`src/rtl/serial_subtractor_if.sv`:
```
// Start/operand request and result bus of the bit-serial subtractor.
// The requester drives start/a/b; the subtractor returns busy/done/diff/borrow.
interface serial_subtractor_if #(
    parameter int WIDTH = 8
);
    logic             start;
    logic [WIDTH-1:0] a;
    logic [WIDTH-1:0] b;
    logic             busy;
    logic             done;
    logic [WIDTH-1:0] diff;
    logic             borrow;

    modport master (
        output start, a, b,
        input  busy, done, diff, borrow
    );

    modport slave (
        input  start, a, b,
        output busy, done, diff, borrow
    );
endinterface

```
`src/rtl/serial_subtractor.sv`:
```
// Bit-serial unsigned subtractor: diff = a - b, LSB first, one bit per clock,
// with the final borrow reported alongside a one-cycle done pulse.
module serial_subtractor #(
    parameter int WIDTH = 8
) (
    input  logic                 clk,
    input  logic                 rst_n,
    serial_subtractor_if.slave   bus
);

    localparam int CNT_W = (WIDTH > 1) ? $clog2(WIDTH) : 1;
    localparam logic [CNT_W-1:0] LAST_BIT = CNT_W'(WIDTH - 1);

    typedef enum logic {
        IDLE,
        RUN
    } state_t;

    state_t           state;
    logic [WIDTH-1:0] sa;
    logic [WIDTH-1:0] sb;
    logic [WIDTH-1:0] acc;
    logic             bi;
    logic [CNT_W-1:0] cnt;

    logic             busy_q;
    logic             done_q;
    logic [WIDTH-1:0] diff_q;
    logic             borrow_q;

    // Full-subtractor step on the current LSBs of the operand shift registers.
    logic             x;
    logic             y;
    logic             d;
    logic             bo;
    logic [WIDTH-1:0] acc_next;

    always_comb begin
        x        = sa[0];
        y        = sb[0];
        d        = x ^ y ^ bi;
        bo       = (~x & y) | (~(x ^ y) & bi);
        acc_next = {d, acc[WIDTH-1:1]};
    end

    // NOTE: state updates use non-blocking assignments so every register samples
    // pre-edge values; the datapath registers are reset too, so no X ever leaks out.
    always_ff @(posedge clk or negedge rst_n) begin
        if (!rst_n) begin
            state    <= IDLE;
            sa       <= '0;
            sb       <= '0;
            acc      <= '0;
            bi       <= 1'b0;
            cnt      <= '0;
            busy_q   <= 1'b0;
            done_q   <= 1'b0;
            diff_q   <= '0;
            borrow_q <= 1'b0;
        end else begin
            done_q <= 1'b0;
            case (state)
                IDLE: begin
                    if (bus.start) begin
                        sa     <= bus.a;
                        sb     <= bus.b;
                        acc    <= '0;
                        bi     <= 1'b0;
                        cnt    <= '0;
                        busy_q <= 1'b1;
                        state  <= RUN;
                    end
                end
                RUN: begin
                    sa  <= sa >> 1;
                    sb  <= sb >> 1;
                    bi  <= bo;
                    acc <= acc_next;
                    cnt <= cnt + CNT_W'(1);
                    // Last bit: publish the result including this cycle's d/bo.
                    if (cnt == LAST_BIT) begin
                        diff_q   <= acc_next;
                        borrow_q <= bo;
                        done_q   <= 1'b1;
                        busy_q   <= 1'b0;
                        state    <= IDLE;
                    end
                end
                default: state <= IDLE;
            endcase
        end
    end

    assign bus.busy   = busy_q;
    assign bus.done   = done_q;
    assign bus.diff   = diff_q;
    assign bus.borrow = borrow_q;

endmodule

```
`src/flat_wrapper.sv`:
```
// flat-port wrapper written by rule: the top's interface ports become plain ports
module serial_subtractor_flat 
#(
    parameter int WIDTH = 8
)
  (clk, rst_n, bus_start, bus_a, bus_b, bus_busy, bus_done, bus_diff, bus_borrow);
  serial_subtractor_if #(.WIDTH(WIDTH)) bus_i ();
  input  logic clk;
  input  logic rst_n;
  input wire logic [$bits(bus_i.start)-1:0] bus_start;
  input wire logic [$bits(bus_i.a)-1:0] bus_a;
  input wire logic [$bits(bus_i.b)-1:0] bus_b;
  output wire logic [$bits(bus_i.busy)-1:0] bus_busy;
  output wire logic [$bits(bus_i.done)-1:0] bus_done;
  output wire logic [$bits(bus_i.diff)-1:0] bus_diff;
  output wire logic [$bits(bus_i.borrow)-1:0] bus_borrow;
  assign bus_i.start = bus_start;
  assign bus_i.a = bus_a;
  assign bus_i.b = bus_b;
  assign bus_busy = bus_i.busy;
  assign bus_done = bus_i.done;
  assign bus_diff = bus_i.diff;
  assign bus_borrow = bus_i.borrow;
  serial_subtractor #(.WIDTH(WIDTH)) u_core (.clk(clk), .rst_n(rst_n), .bus(bus_i));
endmodule
```
`config.mk`:
```
export PLATFORM = sky130hd
export DESIGN_NAME = serial_subtractor_flat
export DESIGN_NICKNAME = d
export VERILOG_FILES = /design/src/rtl/serial_subtractor_if.sv /design/src/rtl/serial_subtractor.sv /design/src/flat_wrapper.sv
export SDC_FILE = /design/constraint.sdc
export NUM_CORES = 1
export LEC_CHECK = 0
export CAP_MARGIN = 20
export CORE_AREA = 2 2 53 65
export DETAILED_ROUTE_END_ITERATION = 10
export DIE_AREA = 0 0 55 67
export GPL_TIMING_DRIVEN = 1
export PLACE_DENSITY = 0.82
export SYNTH_ARGS = -nofsm -noshare
export SYNTH_HDL_FRONTEND = slang
export SYNTH_SLANG_ARGS = --single-unit
export TNS_END_PERCENT = 30
```
`constraint.sdc`:
```
create_clock -name clk -period 3.9 [get_ports clk]
set_input_delay 0.975 -clock clk [delete_from_list [all_inputs] [get_ports clk]]
set_output_delay 0.975 -clock clk [all_outputs]
set_load 0.01 [all_outputs]
```
==> impl_results.md, run 1 <==
* Final setup TNS at 0 ps
* Die X-Extent at roughly 55 um
* Post-Syn Area per Cell at ~12 um^2
* Pleak at 0.952 nW
* Final core occ at 0.669
* Core Region at approximately 0.003 mm^2
* Synth Warn # at 0
* Root Buffer: clkbuf_4
* Final Cycle Share at 0.579
* Post-synth EDFFs at 0
* Post-CTS Setup Inserts at 0
* Reg2reg path depth at 4
* Crit path max-delay family: buffers and inverters
* Post-synthesis sequential area ratio at 0.593
* Starting Density at 0.543
* DR WL/cell at between 10 and 15 um
* Worst Setup End Kind: output pin
* Overflow after GRT at 0
* Rel. slew slack at 0.452
* Clock Pin Slew Worst Setup and Hold Paths at 110 ps
* Post-CTS resize count at 0
* CTS tree: yes
* Worst Tran Pin Value at around 820 ps
* Final hold viol count at 0
* Main flop type after synthesis: dfrtp_1
* Final #Nets at about 190
* Status: complete, no violations
* Synthesized cell area at 0.00165 mm^2
* Critical-path maximum fanout at 3
* Post-DRT Antenna Nets at 0
* P per Cell Area at roughly 740 mW/mm^2
* Vias at between 1000 and 1500
* Syn_nets at 155
* Slowest cell on crit path: clkdlybuf4s50_1
* # DRC at 0
* Worst path cell trace: clkdlybuf4s50_1
* CP peak stage delay at around 540 ps
* Endpoints failing setup at 0
* Initial antenna violation count at 0
* Synthesized flop and latch total at 39
* Row cnt at 22
* Clock Path Buffers at 2
* Drt pass-1 iters at 4
* Placer congestion estimate at between 0.6 and 0.7
* Fin crit period at approximately 2300 ps
* Yosys cell types at 20
* Diode count at 0
* Total wire length at 2.82 mm
* Pins Over Slew Limit at 0
* Vias in the first global route at between 1000 and 1500
* RSZ-0062 raised after global routing: no
* Most frequent cells in the layout: dfrtp_1, clkdlybuf4s50_1, nand2_1
* WP depth at 1
* Post-synth ARST share at 1.00
* CTS buffer count at 5
* Worst min-delay path class: flip-flop to flip-flop
* First-iteration detailed-routing DRC count at 22
* Clk Latency, worst-skew pair at around 350 ps
* Critical Path RT at between 2000 and 3000 ps
* H-tree levels at 2
* Post-detail-place hpwl at roughly 2.0 mm
* Global-route wire length before repair at approximately 4.8 mm
* Critical path type: flip-flop to output pin
* Worst Hold Path Cells at 2
* Max Fclk at ~440 MHz
* Post-CTS Hold Fix Bufs at 0
* Setup crit start kind: flip-flop
* Post-Syn Instances at 132
* Maxcap violations at 0
* Io pins at 30
* Num Clock Sinks at 39
* Worst Skew at around 8.6 ps
* Buf/Inv on CP at 1
* All-Layer GR Usage at 0.188
* Vias per inst at 5.35
* Largest net degree at the start of global routing at 46
* Die ar. at about 0.0037 mm^2
* Worst VDD drop at approximately 0.62 mV
* Total Power at ~1.5 mW
* IO Port Bufs at 29
* Area Growth Syn to Fin at 23.1%
* Die Span Y at roughly 67 um
* Crit path DAT at 1280 ps
* Fraction of layout cells with a size suffix above 1 at 0.140
* Most common cell after layout, fill and taps aside: dfrtp_1
[synth_stat cells, types with 3 or more instances]
| library cell | instances | area share |
|---|---|---|
| dfrtp_1 | 39 | 0.59 |
| ha_1 | 3 | 0.023 |
| a22o_1 | 7 | 0.037 |
| nand2b_1 | 3 | 0.011 |
| o21ai_1 | 15 | 0.046 |
| mux2_2 | 10 | 0.068 |
| nor2_1 | 3 | 0.0068 |
| mux2i_1 | 16 | 0.097 |
| nand2_1 | 17 | 0.039 |
| inv_1 | 5 | 0.011 |
[report_power, final]
part           switching, mW  leakage [nW]  internal (mW)
Combinational          0.242         0.405          0.298
Clock                  0.129        0.0482          0.151
Sequential             0.101         0.499          0.571
[flip-flops by register name, summed over array words and instances (netlist names)]
register and flops:
u_core.bus.done 1, u_core.cnt 3, u_core.bi 1, u_core.sa 8, u_core.acc 7, u_core.bus.diff 8, u_core.sb 8, u_core.bus.busy 1
u_core.state 1, u_core.bus.borrow 1
[final timing paths]
| check | start | to | slack (ps) |
|---|---|---|---|
| worst max-delay path | u_core.bus.busy | bus_busy | 1640 |
| worst max register to register | u_core.cnt[0] | u_core.bus.diff[6] | 2380 |
| worst min-delay path | u_core.sa[1] | u_core.sa[0] | 500 |
| max in group asynchronous | rst_n | u_core.sa[2] | 2670 |
| min in group asynchronous | rst_n | u_core.sb[6] | 710 |
| worst min register to register | u_core.sa[1] | u_core.sa[0] | 500 |
[per-layer routing]
layer  vias up  share of wire  GRT usage
li1        515              -          -
met1       522           0.42      0.232
met2        27           0.51      0.301
met3         5          0.045     0.0673
met4         0          0.019     0.0640
met5         -              0          0
[cells by family (layout without fill, tap and decap cells)]
| group | count (synthesis) | count (layout) | share of synthesized area |
|---|---|---|---|
| AO/OA/AOI/OAI | 26 | 26 | 0.0958 |
| multiplexers | 26 | 26 | 0.166 |
| flip-flops | 39 | 39 | 0.593 |
| adder cells (fa/ha/maj) | 4 | 4 | 0.0350 |
| AND/OR/NAND/NOR | 25 | 25 | 0.0677 |
| buffers and inverters | 12 | 44 | 0.0426 |
[per-stage QoR]
step	hold WS, ps	worst slack, ps	cells	area (um^2)
CTS	505	1620	200	2030
floorplan	455	2420	132	1650
global placement	469	1400	192	1940
global route	526	1570	200	2030
detailed placement	478	1320	192	1940
finish	500	1640	200	2030
[area by class of cell]
| type | instances | area (um^2) |
|---|---|---|
| clock buffers | 6 | 51.3 |
| clock inverters | 2 | 35.0 |
| fillers | 250 | 1000 |
| inverters | 5 | 18.8 |
| multi-input cells | 81 | 599 |
| flip-flops and latches | 39 | 976 |
| well taps | 36 | 45.0 |
| repair buffers | 31 | 300 |
(Power assumes the default switching activity.)
==> run 2, diff against run 1 <==
--- a/config.mk
+++ b/config.mk
@@ -6,11 +6,11 @@
 export NUM_CORES = 1
 export LEC_CHECK = 0
 export CAP_MARGIN = 20
-export CORE_AREA = 2 2 53 65
+export CORE_AREA = 2 2 58 71
 export DETAILED_ROUTE_END_ITERATION = 10
-export DIE_AREA = 0 0 55 67
+export DIE_AREA = 0 0 60 73
 export GPL_TIMING_DRIVEN = 1
-export PLACE_DENSITY = 0.82
+export PLACE_DENSITY = 0.72
 export SYNTH_ARGS = -nofsm -noshare
 export SYNTH_HDL_FRONTEND = slang
 export SYNTH_SLANG_ARGS = --single-unit
==> constraint.sdc (replaced) <==
create_clock -name clk -period 1.9 [get_ports clk]
set_input_delay 0.475 -clock clk [delete_from_list [all_inputs] [get_ports clk]]
set_output_delay 0.475 -clock clk [all_outputs]
set_load 0.01 [all_outputs]
==> impl_results.md, run 2 (synthesis gave the netlist of run 1 again) <==
* Status: complete, no violations
* Vias at 1062
* Critical path type: flip-flop to output pin
* Worst VDD drop at ~0.56 mV
* Sw frac at 0.313
* Max Fclk at about 590 MHz
* Post-detail-place hpwl at between 2 and 2.5 mm
* Most used routing layer: met2
* Pleak at around 0.98 nW
* Worst Tran Pin Value at 480 ps
* Io pins at 30
* Final #Nets at between 150 and 200
* All-Layer GR Usage at 0.152
* Root Buffer: clkbuf_8
* Post-CTS Setup Inserts at 0
* DR WL/cell at about 13 um
* Hold_ws at 217 ps
* Grt met2 use at 0.233
* Vias per inst at 4.81
* Buf/Inv on CP at 1
* Starting Density at 0.435
* M1 GR Usage at 0.186
* Global-route wire length before repair at approximately 5 mm
* CTS buffer count at 5
* Clock Path Buffers at 2
* Num Clock Sinks at 39
* Critical-path maximum fanout at 3
* Post-DRT Antenna Nets at 0
* Drt pass-1 iters at 4
* Rel. slew slack at 0.680
* Worst Skew at around 7.3 ps
* Post-CTS Hold Fix Bufs at 0
* Most common cell after layout, fill and taps aside: dfrtp_1
* Fraction of layout cells with a size suffix above 1 at 0.156
* Die X-Extent at 60 um
* GR Util met3 at 0.0426
* CP peak stage delay at between 500 and 600 ps
* Clock power frac at 0.215
* Clk Latency, worst-skew pair at ~300 ps
* Diode count at 0
* Most frequent cells in the layout: dfrtp_1, clkdlybuf4s50_1, nand2_1
* Critical Path RT at 1420 ps
* P per Cell Area at around 1500 mW/mm^2
* Net Switching at 0.999 mW
* Die Span Y at ~73 um
* Crit path DAT at roughly 1200 ps
* Largest net degree at the start of global routing at 40
* Setup crit start kind: flip-flop
* Maxcap violations at 0
* Area Growth Syn to Fin at 27.5%
* Overflow after GRT at 0
* H-tree levels at 2
* Clock Pin Slew Worst Setup and Hold Paths at approximately 80 ps
* Worst Setup End Kind: output pin
* Final hold viol count at 0
* Endpoints failing setup at 0
* Row cnt at 25
* Final Cycle Share at 0.889
* Final Instance Area at 0.00210 mm^2
* CTS tree: yes
* Worst min-delay path class: input port to asynchronous set/reset pin
* Initial antenna violation count at 0
* Final setup TNS at 0 ps
* RSZ-0062 raised after global routing: no
* Fin crit period at 1690 ps
* Fill count at 328
* Pins Over Slew Limit at 0
* Placer congestion estimate at ~0.70
* # DRC at 0
* Int Power at roughly 2.2 mW
* Placed inst area at 0.00198 mm^2
* Die ar. at between 0.004 and 0.005 mm^2
* Total Power at between 3 and 4 mW
* Worst path cell trace: clkdlybuf4s50_1
* Slowest cell on crit path: clkdlybuf4s50_1
* Combinational power share at 0.348
* Total wire length at 2.86 mm
* Post-CTS resize count at 0
* Vias in the first global route at 1066
* Crit path max-delay family: buffers and inverters
* IO Port Bufs at 29
* Seq pwr share at 0.437
* First-iteration detailed-routing DRC count at 18
* Core Region at 0.00378 mm^2
run 2: changes by cell type in the layout (fill, tap and decap cells not counted), sizes merged:
cell	previous run	this run
buf	3	6
clkbuf	6	5
clkinv	1	2
run 2: per-stage QoR:
step / std cells / setup WS (ps) / utilization
global route: 221 / 134 / 0.554
detailed placement: 213 / 256 / 0.524
global placement: 213 / 292 / 0.524
CTS: 221 / 186 / 0.554
finish: 221 / 211 / 0.554
floorplan: 132 / 499 / -
run 2: per-layer routing:
layer  vias up  wire length, um
li1        519                -
met1       518             1230
met2        19             1450
met3         6              102
met4         0               87
met5         -                0
run 2: layout make-up:
class / instances / area [um^2] / share of cell area
clock inverter: 3 / 43.8 / 0.0209
timing repair buffer: 34 / 323 / 0.154
multi-input combinational: 81 / 599 / 0.286
inverter: 5 / 18.8 / 0.00895
sequential: 39 / 976 / 0.465
clock buffer: 5 / 68.8 / 0.0328
tap: 54 / 67.6 / 0.0322
run 2: worst paths after layout:
kind                                 start                end  slack, ps  cells past startpoint
max in group asynchronous            rst_n       u_core.sa[3]       1350                      2
hold / removal                       rst_n    u_core.bus.busy        220                      2
hold reg to reg               u_core.sa[7]       u_core.sa[6]        490                      2
min in group clk              u_core.sa[7]       u_core.sa[6]        490                      2
setup / recovery           u_core.bus.busy           bus_busy        210                      1
setup reg to reg             u_core.cnt[0]  u_core.bus.borrow        370                      4
run 2: power by group through the flow:
stage | clock network, mW | logic [mW] | registers, mW
after floorplan | 0 | 0.718 | 1.39
after global placement | 0 | 1.07 | 1.40
after detailed placement | 0 | 1.13 | 1.42
after CTS | 0.707 | 1.14 | 1.40
after global routing | 0.750 | 1.24 | 1.45
final | 0.686 | 1.11 | 1.40
==> run 3, diff against run 2 <==
--- a/config.mk
+++ b/config.mk
@@ -5,11 +5,12 @@
 export SDC_FILE = /design/constraint.sdc
 export NUM_CORES = 1
 export LEC_CHECK = 0
-export CAP_MARGIN = 20
+export CAP_MARGIN = 10
 export CORE_AREA = 2 2 58 71
 export DETAILED_ROUTE_END_ITERATION = 10
 export DIE_AREA = 0 0 60 73
 export GPL_TIMING_DRIVEN = 1
+export MAX_ROUTING_LAYER = met4
 export PLACE_DENSITY = 0.72
 export SYNTH_ARGS = -nofsm -noshare
 export SYNTH_HDL_FRONTEND = slang
==> impl_results.md, run 3 (synthesis gave the netlist of run 1 again) <==
* Total wire length at about 2.9 mm
* First-iteration detailed-routing DRC count at 18
* Area Growth Syn to Fin at 27.5%
* Post-CTS resize count at 0
* Maxcap violations at 0
* Post-detail-place hpwl at slightly above 2 mm
* Core Region at between 0.003 and 0.004 mm^2
* Final Instance Area at 0.00210 mm^2
* P per Cell Area at approximately 1500 mW/mm^2
* Clk Latency, worst-skew pair at 300 ps
* CP peak stage delay at 550 ps
* Pleak at slightly below 1 nW
* Die X-Extent at about 60 um
* Vias per inst at between 4 and 5
* Final core occ at 0.554
* Endpoints failing setup at 0
* WP depth at 1
* Placed inst area at 0.00198 mm^2
* Slowest cell on crit path: clkdlybuf4s50_1
* Critical path type: flip-flop to output pin
* Vias in the first global route at around 1100
* Io pins at 30
* Pins Over Slew Limit at 0
* Root Buffer: clkbuf_8
* Diode count at 0
* CTS buffer count at 5
* Worst Tran Pin Value at around 480 ps
* DP Worst Slack at roughly 260 ps
* Final hold viol count at 0
* Final #Nets at 189
* Post-CTS Setup Inserts at 0
* Critical Path RT at roughly 1400 ps
* All-Layer GR Usage at 0.157
* Fin crit period at approximately 1700 ps
* RSZ-0062 raised after global routing: no
* H-tree levels at 2
* Worst min-delay path class: input port to asynchronous set/reset pin
* Die ar. at about 0.0044 mm^2
* Worst Skew at about 7.3 ps
* Setup crit start kind: flip-flop
* Placer congestion estimate at 0.711
* Most common cell after layout, fill and taps aside: dfrtp_1
* Buf/Inv on CP at 1
* Final Cycle Share at 0.889
* Most frequent cells in the layout: dfrtp_1, clkdlybuf4s50_1, nand2_1
* Starting Density at 0.435
* Dpl cells at between 200 and 250
* Clock Path Buffers at 2
* CTS tree: yes
* DR WL/cell at 12.9 um
* Die Span Y at about 73 um
* Critical-path maximum fanout at 3
* Worst Setup End Kind: output pin
* Post-DRT Antenna Nets at 0
* Post-CTS Hold Fix Bufs at 0
* Max Fclk at slightly below 600 MHz
* Fraction of layout cells with a size suffix above 1 at 0.156
* Worst path cell trace: clkdlybuf4s50_1
* IO Port Bufs at 29
* Post-route insts no fill at roughly 220
* Total Power at ~3.2 mW
* Hold_ws at 217 ps
* # DRC at 0
* Final setup TNS at 0 ps
* Status: complete, no violations
* Setup slack after layout at approximately 210 ps
* Row cnt at 25
* Overflow after GRT at 0
* Crit path DAT at between 1000 and 1500 ps
* Largest net degree at the start of global routing at 40
* Initial antenna violation count at 0
* Vias at ~1100
* Global-route wire length before repair at just under 5 mm
* Rel. slew slack at 0.680
* Crit path max-delay family: buffers and inverters
* Clock Pin Slew Worst Setup and Hold Paths at 80 ps
* Drt pass-1 iters at 4
* Num Clock Sinks at 39
* Reg2reg path depth at 4
* Worst VDD drop at ~0.56 mV
==> run 3: cell counts in the layout (fill, tap and decap cells not counted) <==
No cell type changed its count.
==> run 3: worst paths after layout <==
kind	startpoint	to	slack (ps)
max reg2reg	u_core.cnt[0]	u_core.bus.borrow	370
min	rst_n	u_core.bus.busy	220
max	u_core.bus.busy	bus_busy	210
min in group clk	u_core.sa[7]	u_core.sa[6]	490
max in group asynchronous	rst_n	u_core.sa[3]	1350
min reg2reg	u_core.sa[7]	u_core.sa[6]	490
==> run 3: final cells by class <==
type,instances,area [um^2]
clock buffers,5,68.8
multi-input cells,81,599
flip-flops and latches,39,976
clock inverters,3,43.8
repair buffers,34,323
inverters,5,18.8
fillers,328,1690
well taps,54,67.6
==> run 3: metal layers <==
metal	track usage	wire, um	part of all wire
met1	0.187	1230	0.43
met2	0.232	1450	0.51
met3	0.0426	102	0.036
met4	0.0963	86	0.030
met5	-	0	0
==> run 3: where the power goes <==
part / switching, mW / internal [mW] / leakage, nW / total, mW
logic: 0.483 / 0.628 / 0.419 / 1.11
registers: 0.221 / 1.17 / 0.499 / 1.40
clock network: 0.295 / 0.391 / 0.0581 / 0.686
total: 0.999 / 2.19 / 0.976 / 3.19
